`src/rtl/spi_peripheral.sv`:
```
// spi_peripheral: oversampled SPI target, LSB-first, one word per select; define SPI_PERI_OVERRUN_EN to drop words arriving while rx_valid is pending
module spi_peripheral #(
  parameter int SPI_DATA_WIDTH = 8,
  parameter bit CPOL = 1'b0,
  parameter int SYNC_STAGES = 2
) (
  input  logic                      sys_clk,
  input  logic                      sync_rst_n,
  input  logic                      sys_clk_en,
  input  logic                      p_clk,
  input  logic                      p_sel_n,
  input  logic                      copi,
  output logic                      cipo,
  input  logic [SPI_DATA_WIDTH-1:0] tx_data,
  input  logic                      tx_load,
  output logic                      tx_ready,
  output logic [SPI_DATA_WIDTH-1:0] rx_data,
  output logic                      rx_valid,
  input  logic                      rx_ack,
  output logic                      rx_overrun,
  output logic                      busy
);
  localparam int W = SPI_DATA_WIDTH;
  localparam int CW = (W > 1) ? $clog2(W) : 1;
  localparam logic [CW-1:0] LAST = CW'(W - 1);
  typedef enum logic [1:0] {IDLE, ACTIVE, DONE} state_t;
  state_t state;
  logic [SYNC_STAGES-1:0] clk_sync, sel_sync, copi_sync;
  logic clk_q, sel_q, dlv, shadow_full;
  logic [W-1:0] shadow, tx_shift, rx_shift, tx_next;
  logic [CW-1:0] bit_cnt;
  logic clk_s, sel_s, copi_s, lead, trail, sel_fall, sel_rise, load_ok, consume;
  assign clk_s = clk_sync[SYNC_STAGES-1];
  assign sel_s = sel_sync[SYNC_STAGES-1];
  assign copi_s = copi_sync[SYNC_STAGES-1];
  assign lead = (clk_q == CPOL) && (clk_s != CPOL);
  assign trail = (clk_q != CPOL) && (clk_s == CPOL);
  assign sel_fall = sel_q & ~sel_s;
  assign sel_rise = ~sel_q & sel_s;
  assign load_ok = tx_load & ~shadow_full;
  assign consume = (state == IDLE) & sel_fall;
  assign tx_next = tx_shift >> 1;
  assign tx_ready = ~shadow_full;
  assign busy = (state != IDLE);
  // pin synchronizers plus one-cycle history for edge detection
  always_ff @(posedge sys_clk)
    if (!sync_rst_n) begin
      clk_sync <= {SYNC_STAGES{CPOL}};
      sel_sync <= '1;
      copi_sync <= '0;
      clk_q <= CPOL;
      sel_q <= 1'b1;
    end else if (sys_clk_en) begin
      clk_sync <= {clk_sync[SYNC_STAGES-2:0], p_clk};
      sel_sync <= {sel_sync[SYNC_STAGES-2:0], p_sel_n};
      copi_sync <= {copi_sync[SYNC_STAGES-2:0], copi};
      clk_q <= clk_s;
      sel_q <= sel_s;
    end
  // select-window FSM: shifts rx on lead edges, tx on trail edges, flags delivery after the last bit
  always_ff @(posedge sys_clk)
    if (!sync_rst_n) begin
      state <= IDLE;
      bit_cnt <= '0;
      cipo <= 1'b0;
      tx_shift <= '0;
      rx_shift <= '0;
      dlv <= 1'b0;
    end else if (sys_clk_en) begin
      dlv <= 1'b0;
      case (state)
        IDLE: begin
          cipo <= 1'b0;
          bit_cnt <= '0;
          if (sel_fall) begin
            state <= ACTIVE;
            tx_shift <= shadow_full ? shadow : '0;
            cipo <= shadow_full & shadow[0];
          end
        end
        ACTIVE:
          if (sel_rise) begin
            state <= IDLE;
            bit_cnt <= '0;
            cipo <= 1'b0;
          end else if (lead) begin
            rx_shift <= {copi_s, rx_shift[W-1:1]};
            bit_cnt <= bit_cnt + 1'b1;
            if (bit_cnt == LAST) begin
              state <= DONE;
              dlv <= 1'b1;
            end
          end else if (trail) begin
            tx_shift <= tx_next;
            cipo <= tx_next[0];
          end
        DONE:
          if (sel_rise) begin
            state <= IDLE;
            bit_cnt <= '0;
            cipo <= 1'b0;
          end
        default: state <= IDLE;
      endcase
    end
  // one-entry reply shadow: a select empties it, a load into an empty shadow on the same edge still lands
  always_ff @(posedge sys_clk)
    if (!sync_rst_n) begin
      shadow_full <= 1'b0;
      shadow <= '0;
    end else if (sys_clk_en) begin
      shadow_full <= load_ok | (shadow_full & ~consume);
      shadow <= load_ok ? tx_data : shadow;
    end
`ifdef SPI_PERI_OVERRUN_EN
  // receive handshake: a word arriving while the previous one is unacknowledged is dropped and flagged
  always_ff @(posedge sys_clk)
    if (!sync_rst_n) begin
      rx_data <= '0;
      rx_valid <= 1'b0;
      rx_overrun <= 1'b0;
    end else if (sys_clk_en) begin
      rx_data <= (dlv && (!rx_valid || rx_ack)) ? rx_shift : rx_data;
      rx_valid <= dlv | (rx_valid & ~rx_ack);
      rx_overrun <= ~rx_ack & (rx_overrun | (dlv & rx_valid));
    end
`else
  // receive handshake: every completed word overwrites rx_data
  always_ff @(posedge sys_clk)
    if (!sync_rst_n) begin
      rx_data <= '0;
      rx_valid <= 1'b0;
    end else if (sys_clk_en) begin
      rx_data <= dlv ? rx_shift : rx_data;
      rx_valid <= dlv | (rx_valid & ~rx_ack);
    end
  assign rx_overrun = 1'b0;
`endif
endmodule

```
`config.mk`:
```
export PLATFORM = sky130hd
export DESIGN_NAME = spi_peripheral
export DESIGN_NICKNAME = d
export VERILOG_FILES = /design/src/rtl/spi_peripheral.sv
export SDC_FILE = /design/constraint.sdc
export NUM_CORES = 1
export LEC_CHECK = 0
export BUFFER_PORTS_ARGS = -buffer_cell sky130_fd_sc_hd__buf_4
export CORE_MARGIN = 1.5
export CORE_UTILIZATION = 50
export DETAILED_ROUTE_END_ITERATION = 10
export PLACE_DENSITY = 0.71
export SLEW_MARGIN = 20
export SYNTH_ARGS = -nofsm -noshare
export SYNTH_HDL_FRONTEND = slang
export SYNTH_SLANG_ARGS = --single-unit
```
`constraint.sdc`:
```
create_clock -name sys_clk -period 1.84 [get_ports sys_clk]
set_input_delay 0.092 -clock sys_clk [delete_from_list [all_inputs] [get_ports sys_clk]]
set_output_delay 0.092 -clock sys_clk [all_outputs]
set_load 0.02 [all_outputs]
```
After elaboration in Yosys (flattened, before gate mapping):

Index checks and enable logic that the tools add are counted.

* output and inout bits: 13
* bits in registers: 49

* add/subtract/negate cells: 1
* bitwise logic cells: 17
* muxes and demuxes: 26
* equal/unequal tests: 12
* reduce and logical (&&, ||, !) cells: 13

Operators by type and width (number)
* 2-to-1 mux 8 bit: 5
* one-hot mux 8 bit (2 select lines): 1
* != test 3 bit, second input constant: 4
* 2-to-1 mux 2 bit: 5
* != test 2 bit, second input constant: 5
* AND reduction 5 bit: 2
* 2-to-1 mux 1 bit: 9
* 2-to-1 mux 3 bit: 3
* one-hot mux 3 bit (3 select lines): 1
* NOT 1 bit: 8
* AND reduction 4 bit: 2
* bitwise AND 1 bit: 7
* one-hot mux 2 bit (3 select lines): 1
* AND reduction 6 bit: 1
* AND reduction 2 bit: 2
* nonzero test 2 bit: 2
* adder 3 x 1 -> 3 bit, second input constant: 1
* == test 3 bit, second input constant: 1
* one-hot mux 1 bit (3 select lines): 1
* nonzero test 3 bit: 1
* == test 2 x 1 -> 1 bit, second input constant: 1
* == test 2 bit, second input constant: 1
* logical AND 1 bit: 2
* zero test 2 bit: 1
* OR 1 bit: 2

Longest topological paths before layout:

* depth after elaboration: 6
* depth in mapped cells: 8

Worst setup path before layout:

No wires, ideal clock.

* path type: reg2reg
* start point: register state[0]
* end point: register tx_shift[4]
* path slack: 200 ps
* buffers on the path: 1
* period minus slack after synthesis: 1640 ps
* cell stages (with the launch flop): 8
* arrival: 1519 ps
* path through: dfxtp_1 > inv_1 > ha_1 > and2_1 > a2111oi_4 > buf_6 > o221ai_2 > o311a_1

* longest elaborated chain between the ends: 3

RTL lines
* from (decl): line 27 `state_t state;`
* from (signal assigned): line 63 `state <= IDLE;`
* from (signal assigned): line 76 `state <= ACTIVE;`
* from (signal assigned): line 83 `state <= IDLE;`
* == test 2 x 1 -> 1 bit / zero test 2 bit (equally long branches): line 71 `case (state)`
* != test 2 bit (no source line) / nonzero test 2 bit (equally long branches)
* AND reduction 6 bit (no source line)
* to (signal assigned): line 77 `tx_shift <= shadow_full ? shadow : '0;`
* to (signal assigned): line 94 `tx_shift <= tx_next;`
* to (decl): line 30 `logic [W-1:0] shadow, tx_shift, rx_shift, tx_next;`

Parallel ways exist; a longest one is shown, timed or not.
A chain may end at the register's enable or synchronous reset.

Worst setup path after layout:

* start point: register state[0]
* end point: register tx_shift[1]

The elaborated chain is that of the path after synthesis.

==> metrics.md <==
| Metric | Value |
|---|---|
| Top_reg_cell synth | dfxtp_1 |
| Tcrit/Tclk final | 94.2% |
| Setup_tns | 0 ns |
| Max Clock Skew | 0.00399 ns |
| Post-DP HPWL | 3.08 mm |
| Final hold violation count | 0 |
| Via Count | 1783 |
| Final non-filler cell area | 2510 µm² |
| Total Wirelength | 4.52 mm |
| Initial Util | 53.4% |
| Die area | 4770 µm² |
| Min-delay worst type | in2reg |
| Asr flop ratio synth | 0% |
| LEAKAGE | 0.986 nW |
| Area post-placement | 2390 µm² |
| CTS max path bufs | 2 |
| Worst setup startpoint | state[0] |
| GR Util met1 | 29.4% |
| R2r setup slk | 0.11 ns |
| H-tree levels | 2 |
| Synth Instances | 251 |
| CP arrival | 1.92 ns |
| Synthesized Nets | 273 |
| Syn. warnings | 0 |
| CTS tree | yes |
| WP data required | 2.02 ns |
| Register area share after synthesis | 44.0% |
| Slew Limit Headroom | 58.2% |
| Max Transition Viols Final | 0 |
| Minimum clock period | 1.73 ns |
| CTS Hold Bufs | 0 |
| Min-Delay Path Depth | 3 |
| GR Util All Layers | 19.9% |
| Fin nets | 296 |
| Wire per inst | 13.9 µm |
| Worst setup margin | 0.106 ns |
| Starting DRT DRC Count | 140 |
| Die W | 69.1 µm |
| Antenna fix cells | 0 |
| Busiest grt layer | met1 |
| Routability Congestion | 0.866 |
| DR vias/cell | 5.49 |
| P per Cell Area | 804 nW/µm² |
| I/O pin total | 29 |
| Clock Tree Root | clkbuf_8 |
| Crit-path max FO | 13 |
| Worst slew pin tran | 0.626 ns |
| Grt total ovfl | 0 |
| Place WS | 0.0875 ns |
| Post-Syn Area per Cell | 8.69 µm² |
| R2r endpoint | tx_shift[1] |
| Worst VDD drop | 0.673 mV |
| DRT Pass-1 Iters | 4 |
| Yosys cell types | 42 |
| Status | completed |
| HP Start | p_sel_n |
| GR Util met2 | 28.1% |
| Fraction of layout instances using a drive strength above 1 | 21.1% |
| # port buffers | 27 |
| Setup CP Type | reg2reg |
| Max Cap Violations | 0 |
| Crit path capture type | flip-flop |
| Vias in the first global route | 1604 |
| Core footprint | 4090 µm² |
| First-pass GRT wire length | 7.75 mm |
| Worst Hold End | sel_sync[0] |
| CTS clk-pin slew, worst paths | 0.08 ns |
| # clock sinks | 48 |
| Max Clk Rate | 0.577 GHz |
| DRC viols | 0 |
| Post-CTS Setup Bufs | 0 |
| Clk_lat worst skew | 0.30 ns |
| Num rows | 23 |
| Critical path launch point type | flip-flop |
| Post-synth EDFFs | 0 |
| GRT met3 Usage | 4.68% |
| #FFs+latches synth | 48 |
| Reg-to-reg critical path startpoint | state[0] |
| Reg2reg path depth | 7 |
| Largest net degree at the start of global routing | 38 |
| TritonCTS buffer count | 5 |
| RSZ-0062 raised after global routing | no |
| DIE HEIGHT | 69.1 µm |
| Final setup viols | 0 |
| Routed Antenna Nets | 0 |
| Area Growth Syn to Fin | 15.0% |
| Initial antenna violation count | 0 |
| Synth Cell Area | 2180 µm² |
-- cells by family after synthesis --
family,Yosys count,share of synthesized area [%]
AOI/OAI and AO/OA,58,19.7
adders and majority gates,6,3.44
buffers and inverters,26,6.36
DFF,48,44.0
muxes,9,4.13
other,1,0.172
and+or+nand+nor,103,22.1
-- timing repair --
| item | CTS | global route |
|---|---|---|
| hold endpoints to repair | 0 | 0 |
| endpoints found under the setup margin | 0 | 16 |
| gates resized for setup | 0 | 2 |
-- routing by layer --
metal / part of all wire [%] / vias up
li1: - / 920
met5: 0 / -
met1: 51 / 825
met4: 1.6 / 0
met2: 43 / 34
met3: 4.5 / 4
-- cell usage in the layout (no fill, tap or decap), types with 2 or more instances in the layout --
cell type	instances
buf_4	33
and3_1	2
nand2_1	55
o311a_1	3
o311a_2	3
nand3_1	20
nand2b_1	2
nor3_1	2
and2_1	2
nand4_1	2
dfxtp_1	48
o21ai_0	4
clkbuf_8	5
o221ai_1	4
inv_2	3
mux2i_1	9
o221ai_2	3
inv_1	5
ha_1	5
nor2_1	12
a21oi_1	31
-- cells in the mapped netlist (2+ instances only) --
cell type / number / area share, %
nand2_1: 55 / 9.5
dfxtp_1: 48 / 44
a21oi_1: 31 / 7.1
nand3_1: 20 / 4.6
nor2_1: 12 / 2.1
mux2i_1: 9 / 4.1
clkbuf_1: 7 / 1.2
ha_1: 6 / 3.4
buf_2: 5 / 1.1
inv_1: 5 / 0.86
o21ai_0: 4 / 0.92
o221ai_1: 4 / 1.6
buf_4: 3 / 1.0
inv_2: 3 / 0.52
o221ai_2: 3 / 2.1
o311a_1: 3 / 1.4
o311a_2: 3 / 1.5
and2_1: 2 / 0.57
and3_1: 2 / 0.57
nand2b_1: 2 / 0.57
nand4_1: 2 / 0.57
nor3_1: 2 / 0.46
-- per-stage QoR --
stage	cells	util [%]	total power [mW]	hold WS, ns
floorplan	251	-	1.24	0.220
global placement	317	58.5	1.29	0.310
detailed placement	317	58.5	1.29	0.317
CTS	325	61.2	2.04	0.00145
global route	325	61.4	2.09	0.0316
finish	325	61.4	2.02	0.0104
-- layout make-up --
class                   instances  area, µm²
clock inverters                 3       42.5
multi-input cells             177       1080
inverters                       8       30.0
repair buffers                 34        259
well taps                      50       62.6
fillers                       383       1580
flip-flops and latches         48        961
clock buffers                   5       68.8
-- flip-flops by register name (all words and copies together), names as in the netlist --
signal and cells:
rx_data 8, rx_shift 8, shadow 8, tx_shift 7
bit_cnt 3, clk_sync 2, copi_sync 2, sel_sync 2
state 2, cipo 1, clk_q 1, dlv 1
rx_valid 1, sel_q 1, shadow_full 1
-- worst max-delay path: stages (launching register included) --
cell and delay, ns:
dfxtp_1 0.39, inv_1 0.08, ha_1 0.25, and2_1 0.20, a2111oi_4 0.20, buf_6 0.21
o221ai_1 0.13, o311a_2 0.16
-- where the power goes --
| part | switching, mW | internal [mW] | leakage, nW |
|---|---|---|---|
| Combinational | 0.105 | 0.0809 | 0.543 |
| Sequential | 0.0209 | 1.07 | 0.389 |
| Clock | 0.342 | 0.402 | 0.0541 |
-- worst max-delay path by stage --
stage / endpoint / slack, ns / depth (start not counted)
2_1_floorplan: tx_shift[4] / 0.20 / 7
3_3_place_gp: tx_shift[1] / 0.14 / 7
3_5_place_dp: tx_shift[3] / 0.09 / 7
4_1_cts: tx_shift[1] / 0.05 / 7
5_1_grt: tx_shift[1] / 0.02 / 7
6_report: tx_shift[1] / 0.11 / 7
Note: power is estimated with default switching activity, not from simulation.
